### src/rtl/buffer_stream_reader.sv
// Read-side sequencer for the input buffer RAM: fetches len words from
// base_addr upward, absorbs the buffer's 1-cycle read latency, and presents
// the words as a valid/ready stream backed by a small skid FIFO.
//
// state   | meaning
// --------+-----------------------------------------------------------
// S_IDLE  | waiting for start; no reads, no stream words
// S_RUN   | issuing buffer reads, streaming returned words
// S_DRAIN | all reads issued; waiting for the last word to be accepted
module buffer_stream_reader #(
    parameter int RD_DATA_WIDTH = 16,
    parameter int RD_ADDR_WIDTH = 8,
    parameter int SKID_DEPTH    = 2
) (
    input  logic                            clk,
    input  logic                            rst_n,
    input  logic                            start,
    input  logic                            abort,
    input  logic [RD_ADDR_WIDTH-1:0]        base_addr,
    input  logic [RD_ADDR_WIDTH-1:0]        len,
    output logic                            busy,
    output logic                            done,
    output logic                            rd_en,
    output logic [RD_ADDR_WIDTH-1:0]        rd_addr,
    input  logic signed [RD_DATA_WIDTH-1:0] rd_data,
    output logic                            m_valid,
    input  logic                            m_ready,
    output logic signed [RD_DATA_WIDTH-1:0] m_data,
    output logic                            m_last
);

    localparam int PW = (SKID_DEPTH > 1) ? $clog2(SKID_DEPTH) : 1;
    localparam int OW = $clog2(SKID_DEPTH + 1);

    typedef enum logic [1:0] {
        S_IDLE  = 2'd0,
        S_RUN   = 2'd1,
        S_DRAIN = 2'd2
    } state_t;

    state_t                           state, state_nx;
    logic [RD_ADDR_WIDTH-1:0]         issue_cnt;
    logic [RD_ADDR_WIDTH-1:0]         out_cnt;
    logic                             inflight;
    logic signed [RD_DATA_WIDTH-1:0]  fifo_mem [SKID_DEPTH];
    logic [PW-1:0]                    wr_ptr, rd_ptr;
    logic [OW-1:0]                    occ;
    logic                             push, pop;
    logic [OW:0]                      pend, room;

    function automatic logic [PW-1:0] ptr_inc(input logic [PW-1:0] p);
        return (p == PW'(SKID_DEPTH - 1)) ? '0 : p + PW'(1);
    endfunction

    // Stream outputs are decoded from FIFO registers only, so m_ready never reaches m_valid.
    assign m_valid = (occ != '0);
    assign m_data  = fifo_mem[rd_ptr];
    assign m_last  = m_valid && (out_cnt == RD_ADDR_WIDTH'(1));
    assign busy    = (state != S_IDLE);
    assign push    = inflight;
    assign pop     = m_valid && m_ready;

    // A read may issue only if its word is guaranteed a FIFO slot when it returns.
    assign pend = {1'b0, occ} + {{OW{1'b0}}, inflight};
    assign room = (OW+1)'(SKID_DEPTH) + {{OW{1'b0}}, pop};

    // State register.
    always_ff @(posedge clk or negedge rst_n) begin
        if (!rst_n) state <= S_IDLE;
        else        state <= state_nx;
    end

    // Next-state and read-issue decode.
    always_comb begin
        state_nx = state;
        rd_en    = 1'b0;
        if (abort) begin
            state_nx = S_IDLE;
        end else begin
            case (state)
                S_IDLE: begin
                    if (start && (len != '0)) state_nx = S_RUN;
                end
                S_RUN: begin
                    if ((issue_cnt != '0) && (pend < room)) rd_en = 1'b1;
                    if (rd_en && (issue_cnt == RD_ADDR_WIDTH'(1))) state_nx = S_DRAIN;
                end
                S_DRAIN: begin
                    if (pop && (out_cnt == RD_ADDR_WIDTH'(1))) state_nx = S_IDLE;
                end
                default: state_nx = S_IDLE;
            endcase
        end
    end

    // Address/counters, read-return tracking, skid FIFO and done pulse.
    always_ff @(posedge clk or negedge rst_n) begin
        if (!rst_n) begin
            rd_addr   <= '0;
            issue_cnt <= '0;
            out_cnt   <= '0;
            inflight  <= 1'b0;
            wr_ptr    <= '0;
            rd_ptr    <= '0;
            occ       <= '0;
            done      <= 1'b0;
            for (int i = 0; i < SKID_DEPTH; i++) fifo_mem[i] <= '0;
        end else begin
            done <= 1'b0;
            if (abort) begin
                // The word returning next cycle (if any) is dropped with inflight.
                issue_cnt <= '0;
                out_cnt   <= '0;
                inflight  <= 1'b0;
                wr_ptr    <= '0;
                rd_ptr    <= '0;
                occ       <= '0;
            end else begin
                inflight <= rd_en;
                if ((state == S_IDLE) && start) begin
                    if (len == '0) begin
                        done <= 1'b1;
                    end else begin
                        rd_addr   <= base_addr;
                        issue_cnt <= len;
                        out_cnt   <= len;
                    end
                end
                if (rd_en) begin
                    rd_addr   <= rd_addr + RD_ADDR_WIDTH'(1);
                    issue_cnt <= issue_cnt - RD_ADDR_WIDTH'(1);
                end
                if (push) begin
                    fifo_mem[wr_ptr] <= rd_data;
                    wr_ptr           <= ptr_inc(wr_ptr);
                end
                if (pop) begin
                    rd_ptr  <= ptr_inc(rd_ptr);
                    out_cnt <= out_cnt - RD_ADDR_WIDTH'(1);
                    if (out_cnt == RD_ADDR_WIDTH'(1)) done <= 1'b1;
                end
                case ({push, pop})
                    2'b10:   occ <= occ + OW'(1);
                    2'b01:   occ <= occ - OW'(1);
                    default: occ <= occ;
                endcase
            end
        end
    end

endmodule
### config.mk
export PLATFORM = sky130hd
export DESIGN_NAME = buffer_stream_reader
export DESIGN_NICKNAME = d
export VERILOG_FILES = /design/src/rtl/buffer_stream_reader.sv
export SDC_FILE = /design/constraint.sdc
export NUM_CORES = 1
export LEC_CHECK = 0
export BUFFER_PORTS_ARGS = -buffer_cell sky130_fd_sc_hd__buf_2
export CAP_MARGIN = 25
export CELL_PAD_IN_SITES_DETAIL_PLACEMENT = 0
export CELL_PAD_IN_SITES_GLOBAL_PLACEMENT = 1
export CORE_MARGIN = 5
export CORE_UTILIZATION = 40
export DETAILED_ROUTE_END_ITERATION = 12
export HOLD_SLACK_MARGIN = 0.08
export PLACE_DENSITY_LB_ADDON = 0.1
export SETUP_SLACK_MARGIN = 0.1
export SLEW_MARGIN = 20
export SYNTH_ARGS = -nofsm -noshare
export SYNTH_HDL_FRONTEND = slang
export SYNTH_SLANG_ARGS = --single-unit
### constraint.sdc
create_clock -name clk -period 6.7 [get_ports clk]
set_clock_uncertainty 0.2 [all_clocks]
set_input_delay 0.67 -clock clk [delete_from_list [all_inputs] [get_ports clk]]
set_output_delay 0.67 -clock clk [all_outputs]
set_load 0.05 [all_outputs]
; ---- After elaboration in Yosys (flattened, before gate mapping)
; Index checks and enable logic that the tools add are counted.
[totals]
regBits = 64
latch_bits = 0
mem_bits_rw = 0
romBits = 0
input_bits = 37
out_inout_bits = 29
elab_cells = 103
mem_count = 0
[classes]
add_sub_neg = 9
n_mul = 0
div_mod_pow = 0
n_lt_le_gt_ge = 4
n_eq_ne = 12
shifts = 0
n_mux = 39
bitwise_logic = 3
reduce_logical = 25
[op_table]
columns = cell, n
row1 = $mux 8, 9
row2 = $mux 16, 4
row3 = $bwmux 32, 1
row4 = $mux 1, 17
row5 = $demux 16 s1, 1
row6 = $eq 8x1->1 const B, 2
row7 = $reduce_bool 8->1, 2
row8 = $sub 8x1->8 const B, 2
row9 = $ne 3x3->1 const B, 5
row10 = $mux 2, 5
row11 = $reduce_bool 2->1, 5
row12 = $reduce_bool 3->1, 3
row13 = $add 8x1->8 const B, 1
row14 = $logic_and 1x1->1, 8
row15 = $logic_not 8->1, 1
row16 = $pmux 2 s3, 1
row17 = $reduce_and 2->1, 3
row18 = $reduce_and 3->1, 2
row19 = $eq 2x1->1 const B, 2
row20 = $eq 2x2->1 const B, 2
row21 = $ge 2x2->1 const B, 2
row22 = $not 1->2, 2
row23 = $pmux 2 s2, 1
row24 = $add 2x1->3, 1
row25 = 9 further kinds, 10

; ---- Logic depth before layout (Yosys ltp)
; Gate-level depths: netlist of the first run.
[depth]
ltp_word = 12
mapped_depth = 8
depth_no_buf = 7

; ---- Least setup slack after synthesis of the first run
; Ideal clock, no wire load.
[synth_path]
path_kind = register to output
start = register occ[0]
end = output port rd_en
arrival_ns = 2.320
required_time_ns = 5.830
setup_slack_ns = 3.510
stages_incl_launch_ff = 6
n_path_buf = 1
cell_sequence = dfrtp_1 ha_1 ha_1 or2_2 clkbuf_1 nor4_2
[synth_via]
elab_chain_cells = 10
elab_cells_between_ends = 11
classes_between = add/sub (2) / order compare (1) / mux (5) / reduce/logical (3)
[synth_rtl]
columns = item, line
row1 = start: declaration, 47  ; logic [OW-1:0] occ;
row2 = start signal: assignment, 143  ; 2'b10: occ <= occ + OW'(1);
row3 = start signal: assignment, 144  ; 2'b01: occ <= occ - OW'(1);
row4 = $reduce_bool 2->1, 56  ; assign m_valid = (occ != '0);
row5 = $logic_and 1x1->1, 61  ; assign pop = m_valid && m_ready;
row6 = $add 2x1->3, 65  ; assign room = (OW+1)'(SKID_DEPTH) + {{OW{1'b0}}, pop};
row7 = $lt 3x3->1 (*), 85  ; if ((issue_cnt != '0) && (pend < room)) rd_en = 1'b1;
row8 = $logic_and 1x1->1 (*), 85
row9 = $mux 1 (*), 85
row10 = $mux 1 (*), 80  ; case (state)
row11 = $mux 1 (*), 77  ; if (abort) begin
row12 = $mux 1 (*), 80
row13 = $mux 1 (*), 77
row14 = end: declaration, 23  ; output logic rd_en,
; Mark *: on every way between the ends. The rest lies on a longest branch, timed or not. The select of a mux whose other input is x is not followed.

; ---- Final worst setup path of the first run
[layout_path]
start = register inflight
end = output port rd_en
[layout_via]
elab_chain_cells = 8
[layout_rtl]
columns = item, line
row1 = start: declaration, 44  ; logic inflight;
row2 = start signal: assignment, 119  ; inflight <= rd_en;
row3 = $add 2x1->3, 64  ; assign pend = {1'b0, occ} + {{OW{1'b0}}, inflight};
row4 = $lt 3x3->1, 85
row5 = $logic_and 1x1->1, 85
row6 = $mux 1, 85
row7 = $mux 1, 80
row8 = $mux 1, 77
row9 = $mux 1, 80
row10 = $mux 1, 77
; Every way passes these cells. The select of a mux whose other input is x is not followed.

==> metrics, run 1 <==
final weighted congestion in routability-driven placement=0.849; Clock Latency Late Sink=0.34 ns; maximum number of pins on one net before global-route repair=65; critical path capture point type=output port; worst hold path class=in2async; layout cell share with drive strength beyond 1=0.390; Primary FF master, synth=dfrtp_1; number of global-route vias before repair=2798; ratio of routed vias to standard cells=5.53; final wirelength=8.31 mm; Gate Count Post-Synth=307; count of cell types in the netlist=56; number of placed I/O pins=66; power per standard cell area=398 mW/mm2; number of clock sinks=64; length in cells of the worst reg-to-reg path=6; largest fanout of any net on the critical path=8; number of buffers and inverters on the critical path=1; relative slew slack=0.407; Remaining DRCs=0; clock buffer depth=2; share of synthesized flip-flops with an asynchronous set or reset=1.00; post-layout minimum cycle time=3.30 ns; die extent in x=102 um; post-detail-place hpwl=5.71 mm; cell family with most CP delay=simple AND/OR/NAND/NOR gates; number of nets still failing antenna checks after routing=0; share of the clock period used by the worst path=0.493; number of DRC markers in iteration 0=143; CP dominant cell by count=ha_1; Worst setup SP type=flop; path type of the worst setup path=reg2out; # port buffers=65; Netlist Area Pre-Place=0.00341 mm2; die height=102 um; CTS tree=yes; CTS buffer count=9; Max-Cap Viols=0; number of nets at the end of the flow=417; global-route usage over all layers=0.172; top cells by area in the synthesized netlist=dfrtp_1 47%, mux2_2 16%, ha_1 2.9%, a21oi_1 2.2%, nor2_1 1.9%; Total Negative Setup Slacks=0 ns; first-pass GRT wire length=14.1 mm; Core Footprint=0.00826 mm2; unrepaired setup endpoints after global routing=false; per-instance average area after synthesis=11.1 um2; CP arrival=2.43 ns; Peak VDD IR=190 uV; fin util=0.494; number of synthesized flops with an enable pin=0; Final setup viols=0; Filler Cells Inserted=798; part of the Yosys area used for sequential elements=0.470; number of iterations in the first detailed-routing pass=7; maximum operating frequency=0.303 GHz; remaining global-route overflow=0; Leakage=1.82 nW; slowest cell on the critical path=dfrtp_1; Synth area leader=dfrtp_1; Die Area=0.0105 mm2; CP Data Required Time=5.83 ns; number of antenna violations at the first check in global routing=0; Fin. Hold Viols=0; transition time at the pin with the least slew margin=0.885 ns; area share of the largest cell type after synthesis=0.470; setup bufs post-CTS=0; Post-CTS Resized=0; chain of cells forming the critical path=ha_1, ha_1, or2_2, nor4_2, buf_2; average detailed-routed wire length per instance=17.2 um; Inserted Diodes=0; Initial Utilization=0.413; Worst-path clk slew=0.08 ns; Hold Buf Count CTS=0; H-tree levels=3; delay of the slowest cell on the worst path=0.47 ns; layout overhead on the synthesized area=19.6%; Yosys warning total=0; standard-cell row count=33; clock root buffer master=clkbuf_8; logic depth of the worst setup path including buffers=5; Post-Syn Nets=352; total vias in the final route=2667; max-slew violations=0; result of the run=completed; flip-flop and latch count after synthesis=64
-- cells in the mapped netlist, types with 2 or more instances --
cell type and instances:
a211oi_1 6, a21oi_1 15, a221oi_1 3, a22oi_1 3
a311oi_1 3, a31oi_1 7, and3_1 4, and4_1 2
buf_2 4, buf_4 3, clkbuf_1 9, dfrtp_1 64
ha_1 8, inv_1 8, mux2_2 48, nand2_1 10
nand2b_1 3, nand3_1 4, nand4_1 3, nand4b_1 2
nor2_1 17, nor2b_1 2, nor3_1 7, nor3b_2 2
nor4_1 7, o21a_1 4, o21ai_0 8, o21ai_1 4
o22ai_1 5, o311a_1 2, o311ai_0 3, o31a_1 2
or2_2 4, or3_1 4, or4_1 3, xnor2_1 4
-- logic make-up after synthesis --
kind of cell | share of synthesized area
AND/OR/NAND/NOR | 0.153
AO/OA/AOI/OAI | 0.147
flip-flops | 0.470
multiplexers | 0.158
buffers and inverters | 0.0323
adder cells (fa/ha/maj) | 0.0293
XOR/XNOR | 0.0103
-- where the power goes --
group	internal, W	switching [W]
Sequential	0.000487	0.0000776
Clock	0.000259	0.000157
Combinational	0.000223	0.000420
Total	0.000969	0.000654
-- worst paths after layout --
path / start / end / slack (ns)
worst max-delay path: inflight / rd_en / 3.40
worst min-delay path: rst_n / out_cnt[7] / 0.29
worst max register to register: inflight / rd_addr[6] / 3.98
worst min register to register: fifo_mem[1] / fifo_mem[1] / 0.31
max in group asynchronous: rst_n / rd_addr[6] / 5.44
min in group clk: fifo_mem[1] / fifo_mem[1] / 0.31
-- cell usage in the layout (no fill, tap or decap), types with 4 or more instances in the layout --
| cell type | synthesis | final |
|---|---|---|
| buf_2 | 4 | 65 |
| dfrtp_1 | 64 | 64 |
| mux2_2 | 48 | 48 |
| nor2_1 | 17 | 17 |
| a21oi_1 | 15 | 15 |
| nand2_1 | 10 | 10 |
| clkbuf_8 | 0 | 10 |
| inv_1 | 8 | 8 |
| o21ai_0 | 8 | 8 |
| ha_1 | 8 | 8 |
| nor3_1 | 7 | 7 |
| nor4_1 | 7 | 7 |
| a31oi_1 | 7 | 7 |
| a211oi_1 | 6 | 6 |
| o22ai_1 | 5 | 5 |
| buf_4 | 3 | 5 |
| o21ai_1 | 4 | 4 |
| o21a_1 | 4 | 4 |
| or2_2 | 4 | 4 |
| or3_1 | 4 | 4 |
| and3_1 | 4 | 4 |
| nand3_1 | 4 | 4 |
| xnor2_1 | 4 | 4 |
-- metrics by stage --
stage / area, um2 / cells / setup slack, ns / hold slack (ns) / total power [W]
2_1_floorplan: 3410 / 307 / 3.51 / 0.174 / 0.00107
5_1_grt: 4080 / 482 / 3.25 / 0.326 / 0.00172
6_report: 4080 / 482 / 3.40 / 0.290 / 0.00162
3_3_place_gp: 3830 / 466 / 3.57 / 0.283 / 0.00121
4_1_cts: 4080 / 482 / 3.35 / 0.309 / 0.00164
3_5_place_dp: 3830 / 466 / 3.54 / 0.288 / 0.00122
-- worst reg2reg max path, delay by kind of cell (launching register included) --
kind | cells | cell delay [ns]
AOI/OAI and AO/OA | 2 | 0.44
adders and majority gates | 2 | 0.45
DFF | 1 | 0.47
and+or+nand+nor | 2 | 1.10
-- sequential cells by signal, indices dropped and copies added, names as in the netlist --
| name | cells |
|---|---|
| done | 1 |
| fifo_mem | 32 |
| inflight | 1 |
| issue_cnt | 8 |
| occ | 2 |
| out_cnt | 8 |
| rd_addr | 8 |
| rd_ptr | 1 |
| state | 2 |
| wr_ptr | 1 |
-- final cells by class --
type                    instances  area (um2)  area share
inverters                       9        33.8     0.00828
repair buffers                 70         363      0.0889
well taps                     105         131      0.0322
flip-flops and latches         64        1600       0.393
clock buffers                  10         138      0.0337
multi-input cells             218        1700       0.416
clock inverters                 6         114      0.0279
-- routing by layer --
| metal | track usage | wire length [um] | vias to the layer above |
|---|---|---|---|
| li1 | - | - | 1296 |
| met3 | 0.0362 | 374 | 8 |
| met1 | 0.236 | 3930 | 1304 |
| met2 | 0.268 | 3910 | 59 |
| met4 | 0.0636 | 84 | 0 |
| met5 | 0 | 0 | - |
Note: power is estimated with default switching activity, not from simulation.
==> inputs of run 2 (changes only) <==
--- a/config.mk
+++ b/config.mk
@@ -10,7 +10,7 @@
 export CELL_PAD_IN_SITES_DETAIL_PLACEMENT = 0
 export CELL_PAD_IN_SITES_GLOBAL_PLACEMENT = 1
 export CORE_MARGIN = 5
-export CORE_UTILIZATION = 40
+export CORE_UTILIZATION = 39
 export DETAILED_ROUTE_END_ITERATION = 12
 export HOLD_SLACK_MARGIN = 0.08
 export PLACE_DENSITY_LB_ADDON = 0.1
==> constraint.sdc (replaced) <==
create_clock -name clk -period 3 [get_ports clk]
set_clock_uncertainty 0.2 [all_clocks]
set_input_delay 0.3 -clock clk [delete_from_list [all_inputs] [get_ports clk]]
set_output_delay 0.3 -clock clk [all_outputs]
set_load 0.05 [all_outputs]
==> run 2 against run 1 <==
  * First-iteration DRC count decreased by 17%
  * Sequential power rose by 130%
  * Die area increased by 2.3%
  * Global-route usage is 0.14 points lower
  * Utilization is 1.3 points higher
  * Wire length up 6.0%
==> metrics, run 2 (same netlist as run 1, synthesis figures left out) <==
result of the run=completed (unchanged); chain of cells forming the critical path=ha_1, ha_1, o21a_1, nor4_4, clkbuf_4 (was ha_1, ha_1, or2_2, nor4_2, buf_2); critical path capture point type=output port (unchanged); Leakage=1.96 nW (was 1.82 nW); die height=104 um (was 102 um); number of placed I/O pins=66 (unchanged); worst hold path class=in2reg (was in2async); clock root buffer master=clkbuf_8 (unchanged); path type of the worst setup path=reg2out (unchanged); Remaining DRCs=0 (unchanged); CP Data Required Time=2.50 ns (was 5.83 ns); CP arrival=2.13 ns (was 2.43 ns); ratio of routed vias to standard cells=5.47 (was 5.53); final wirelength=8.80 mm (was 8.31 mm); Initial Utilization=0.395 (was 0.413); number of global-route vias before repair=3018 (was 2798); die extent in x=104 um (was 102 um); number of iterations in the first detailed-routing pass=5 (was 7); maximum operating frequency=0.381 GHz; cell family with most CP delay=adder cells (was simple AND/OR/NAND/NOR gates); first-pass GRT wire length=15.0 mm (was 14.1 mm); unrepaired setup endpoints after global routing=false (unchanged); Inserted Diodes=0 (unchanged); Max-Cap Viols=0 (unchanged); share of the clock period used by the worst path=0.876; commonest cells after routing, fill and taps aside=64 x dfrtp_1, 64 x buf_2, 48 x mux2_2, 24 x dlygate4sd3_1, 17 x nor2_1 (was 65 x buf_2, 64 x dfrtp_1, 48 x mux2_2, 17 x nor2_1, 15 x a21oi_1); CTS tree=yes (unchanged); clock buffer depth=2 (unchanged); register with the most flip-flops=fifo_mem (unchanged); layout cell share with drive strength beyond 1=0.376 (was 0.390); global-route usage over all layers=0.170 (was 0.172); number of DRC markers in iteration 0=119 (was 143); CTS buffer count=9 (unchanged); Worst-path clk slew=0.07 ns (was 0.08 ns); Total Negative Setup Slacks=0 ns (unchanged); Worst setup SP type=flop (unchanged); relative slew slack=0.479 (was 0.407); power per standard cell area=841 mW/mm2 (was 398 mW/mm2); average detailed-routed wire length per instance=17.1 um (was 17.2 um); post-layout minimum cycle time=2.63 ns; Peak VDD IR=493 uV (was 190 uV); number of antenna violations at the first check in global routing=0 (unchanged); number of nets still failing antenna checks after routing=0 (unchanged); Clock Latency Late Sink=0.34 ns (about the same); final weighted congestion in routability-driven placement=0.754 (was 0.849); largest fanout of any net on the critical path=8 (unchanged); worst hold margin=0.104 ns (was 0.290 ns); delay of the slowest cell on the worst path=0.47 ns (about the same); total vias in the final route=2818 (was 2667); maximum number of pins on one net before global-route repair=33 (was 65); number of clock sinks=64 (unchanged); Die Area=0.0107 mm2 (was 0.0105 mm2); Core Footprint=0.00864 mm2 (was 0.00826 mm2); slowest cell on the critical path=dfrtp_1 (unchanged); transition time at the pin with the least slew margin=0.781 ns (was 0.885 ns); layout overhead on the synthesized area=28.5% (was 19.6%); post-detail-place hpwl=6.21 mm (was 5.71 mm); number of nets at the end of the flow=447 (was 417); remaining global-route overflow=0 (unchanged); # port buffers=65 (unchanged); reg2reg setup slack=0.55 ns (was 3.98 ns); number of buffers and inverters on the critical path=1 (unchanged); Largest register FFs=32 (unchanged); Final setup viols=0 (unchanged); H-tree levels=3 (unchanged); CP dominant cell by count=ha_1 (unchanged); max-slew violations=0 (unchanged); standard-cell row count=34 (was 33); Fin. Hold Viols=0 (unchanged)
-- run 2: cell count changes in the layout (fill, tap and decap cells not counted), sizes merged --
cell,previous run,this run
clkinv,1,4
inv,9,8
clkbuf,10,11
dlygate4sd3,0,24
clkinvlp,2,0
buf,70,75
-- run 2: stage by stage --
step                instance area, um2   util  cells  power [W]  setup WS, ns
global route                      4380  0.508    515    0.00389         0.240
finish                            4380  0.508    515    0.00369         0.372
floorplan                         3420      -    307    0.00240         0.426
detailed placement                3880  0.449    474    0.00275         0.530
CTS                               4370  0.506    514    0.00372         0.148
global placement                  3880  0.449    474    0.00273         0.561
-- run 2: final timing paths --
path,startpoint,endpoint,cells past startpoint
setup / recovery,inflight,rd_en,5
hold / removal,len[6],issue_cnt[6],3
setup reg to reg,issue_cnt[5],rd_addr[6],6
hold reg to reg,fifo_mem[26],fifo_mem[26],1
max in group asynchronous,rst_n,fifo_mem[2],3
min in group asynchronous,rst_n,out_cnt[0],2
-- run 2: cell type report --
class                           instances  area, um2
Fill cell                             842       4250
Inverter                                9       33.8
Clock inverter                          6        116
Timing Repair Buffer                  100        651
Clock buffer                           10        138
Tap cell                              108        135
Sequential cell                        64       1600
Multi-Input combinational cell        218       1710
-- run 2: worst reg2reg max path: cells and delay by family (launching register included) --
kind,cells,cell delay [ns]
buf+inv,1,0.20
simple gates,3,1.11
compound gates,2,0.44
flops,1,0.40
-- run 2: what timing repair did --
item                                    CTS  global route
endpoints found under the setup margin    0             1
setup buffers                             0             1
hold endpoints to repair                 70             0
hold buffers                             24             0
resized for setup                         0             1
-- run 2: where the power goes --
group,switching (W),internal [W],leakage [nW]
logic,0.000953,0.000528,1.01
clock network,0.000359,0.000579,0.127
registers,0.000181,0.00109,0.820
total,0.00149,0.00219,1.96
-- run 2: per-layer routing --
metal / global-route usage / vias to the layer above / part of all wire
met5: 0 / - / 0
met4: 0.0562 / 0 / 0.011
met3: 0.0336 / 8 / 0.041
met2: 0.281 / 63 / 0.48
met1: 0.224 / 1384 / 0.47
li1: - / 1363 / -
==> inputs of run 3 (changes only) <==
--- a/config.mk
+++ b/config.mk
@@ -11,9 +11,11 @@
 export CELL_PAD_IN_SITES_GLOBAL_PLACEMENT = 1
 export CORE_MARGIN = 5
 export CORE_UTILIZATION = 39
+export CTS_CLUSTER_DIAMETER = 200
 export DETAILED_ROUTE_END_ITERATION = 12
 export HOLD_SLACK_MARGIN = 0.08
 export PLACE_DENSITY_LB_ADDON = 0.1
+export REMOVE_ABC_BUFFERS = 1
 export SETUP_SLACK_MARGIN = 0.1
 export SLEW_MARGIN = 20
 export SYNTH_ARGS = -nofsm -noshare
==> run 3 against run 2 <==
  * Critical endpoint unchanged
  * Critical path type unchanged
  * Sequential share of layout area rose by 0.23 points
  * Wire length fell by 3.3%
  * Utilization fell by 0.32 points
  * Maximum frequency fell by 5.1%
  * First-iteration DRC count fell by 19%
  * Non-clock buffer count rose by 2
==> metrics, run 3 (same netlist as run 1, synthesis figures left out) <==
largest fanout of any net on the critical path=8 (unchanged); Filler Cells Inserted=831 (was 842); delay of the slowest cell on the worst path=0.47 ns (about the same); die extent in x=104 um (unchanged); ratio of routed vias to standard cells=5.43 (was 5.47); number of global-route vias before repair=2886 (was 3018); Peak VDD IR=365 uV (was 493 uV); H-tree levels=3 (unchanged); result of the run=completed (unchanged); count of non-filler cells in the finished layout=517 (was 515); final wirelength=8.51 mm (was 8.80 mm); CP dominant cell by count=ha_1 (unchanged); commonest cells after routing, fill and taps aside=65 x buf_2, 64 x dfrtp_1, 48 x mux2_2, 26 x dlygate4sd3_1, 17 x nor2_1 (was 64 x dfrtp_1, 64 x buf_2, 48 x mux2_2, 24 x dlygate4sd3_1, 17 x nor2_1); critical path capture point type=output port (unchanged); number of nets still failing antenna checks after routing=0 (unchanged); average detailed-routed wire length per instance=16.5 um (was 17.1 um); remaining global-route overflow=0 (unchanged); Fin. Hold Viols=0 (unchanged); chain of cells forming the critical path=ha_1, ha_1, or2_2, nor4_2, buf_2 (was ha_1, ha_1, o21a_1, nor4_4, clkbuf_4); CP Data Required Time=2.50 ns (about the same); Clock Latency Late Sink=0.34 ns (about the same); CTS tree=yes (unchanged); Total Negative Setup Slacks=0 ns (unchanged); total vias in the final route=2806 (was 2818); Worst setup SP type=flop (unchanged); # port buffers=65 (unchanged); Core Footprint=0.00864 mm2 (unchanged); Inserted Diodes=0 (unchanged); clock root buffer master=clkbuf_8 (unchanged); layout cell share with drive strength beyond 1=0.374 (was 0.376); path type of the worst setup path=reg2out (unchanged); slowest cell on the critical path=dfrtp_1 (unchanged); Max-Cap Viols=0 (unchanged); post-detail-place hpwl=5.96 mm (was 6.21 mm); worst hold path class=in2reg (unchanged); first-pass GRT wire length=14.7 mm (was 15.0 mm); Post-Place Cells=475 (was 474); number of DRC markers in iteration 0=96 (was 119); Leakage=1.94 nW (was 1.96 nW); Largest register FFs=32 (unchanged); CP arrival=2.27 ns (was 2.13 ns); standard-cell row count=34 (unchanged); Die Area=0.0107 mm2 (unchanged); number of placed I/O pins=66 (unchanged); layout overhead on the synthesized area=27.7% (was 28.5%); final weighted congestion in routability-driven placement=0.769 (was 0.754); Remaining DRCs=0 (unchanged); global-route usage over all layers=0.167 (was 0.170); register with the most flip-flops=fifo_mem (unchanged); clock buffer depth=2 (unchanged); commonest non-fill, non-tap cell in the layout=buf_2; relative slew slack=0.481 (was 0.479); maximum operating frequency=0.361 GHz (was 0.381 GHz); share of the clock period used by the worst path=0.923 (was 0.876); max-slew violations=0 (unchanged); Initial Utilization=0.395 (unchanged); number of antenna violations at the first check in global routing=0 (unchanged); die height=104 um (unchanged); number of nets at the end of the flow=449 (was 447); unrepaired setup endpoints after global routing=false (unchanged); post-layout minimum cycle time=2.77 ns (was 2.63 ns); maximum number of pins on one net before global-route repair=40 (was 33); Final setup viols=0 (unchanged); transition time at the pin with the least slew margin=0.778 ns (was 0.781 ns); number of iterations in the first detailed-routing pass=4 (was 5); number of clock sinks=64 (unchanged); Worst-path clk slew=0.07 ns (about the same); power per standard cell area=804 mW/mm2 (was 841 mW/mm2); CTS buffer count=9 (unchanged)
[run 3: cell types whose count changed in the layout (fill, tap and decap cells not counted), moves of 2 or more]
cell and change:
bufinv_16 -2, clkinv_4 -2, clkinvlp_4 +2, dlygate4sd3_1 +2
[run 3: timing repair]
item / 4_1_cts / 5_1_grt
endpoints found under the hold margin: 68 / 0
hold buffers: 26 / 0
setup buffers: 0 / 0
resized for setup: 0 / 0
[run 3: final cells by class]
type / count / area [um2] / share of cell area
Clock buffer: 10 / 138 / 0.0316
Clock inverter: 6 / 67.6 / 0.0155
Inverter: 9 / 33.8 / 0.00776
Multi-Input combinational cell: 218 / 1700 / 0.390
Sequential cell: 64 / 1600 / 0.368
Tap cell: 108 / 135 / 0.0310
Timing Repair Buffer: 102 / 681 / 0.156
[run 3: report_power, final]
group	leakage, nW	internal [W]	switching, W
clock	0.0989	0.000409	0.000356
sequential	0.820	0.00109	0.000175
combinational	1.02	0.000530	0.000946
[run 3: critical path, delay by kind of cell (launching register included)]
family | cells | cell delay [ns]
and+or+nand+nor | 2 | 0.68
DFF | 1 | 0.47
adders and majority gates | 2 | 0.44
buffers and inverters | 1 | 0.33
[run 3: worst paths after layout]
path	start	endpoint	slack [ns]	cells past startpoint
max reg2reg	inflight	issue_cnt[4]	0.58	6
min	abort	state[1]	0.12	3
max in group asynchronous	rst_n	rd_addr[5]	1.63	3
max	inflight	rd_en	0.23	5
min in group asynchronous	rst_n	fifo_mem[0]	0.32	2
min reg2reg	fifo_mem[6]	fifo_mem[6]	0.30	1
[run 3: metal layers]
metal / track usage / vias to the layer above / wire length [um]
li1: - / 1371 / -
met1: 0.229 / 1354 / 4010
met2: 0.256 / 77 / 3930
met3: 0.0498 / 4 / 514
met4: 0.0450 / 0 / 61
met5: 0 / - / 0
[run 3: per-stage QoR]
| stage | setup slack (ns) | total power [W] | util | hold WS [ns] | instance area [um2] |
|---|---|---|---|---|---|
| after CTS | 0.216 | 0.00354 | 0.504 | 0.108 | 4360 |
| after floorplan | 0.0764 | 0.00238 | - | -0.196 | 3330 |
| after global routing | 0.103 | 0.00372 | 0.504 | 0.120 | 4360 |
| after global placement | 0.590 | 0.00272 | 0.450 | 0.174 | 3890 |
| after detailed placement | 0.604 | 0.00274 | 0.450 | 0.169 | 3890 |
| final | 0.231 | 0.00350 | 0.504 | 0.118 | 4360 |
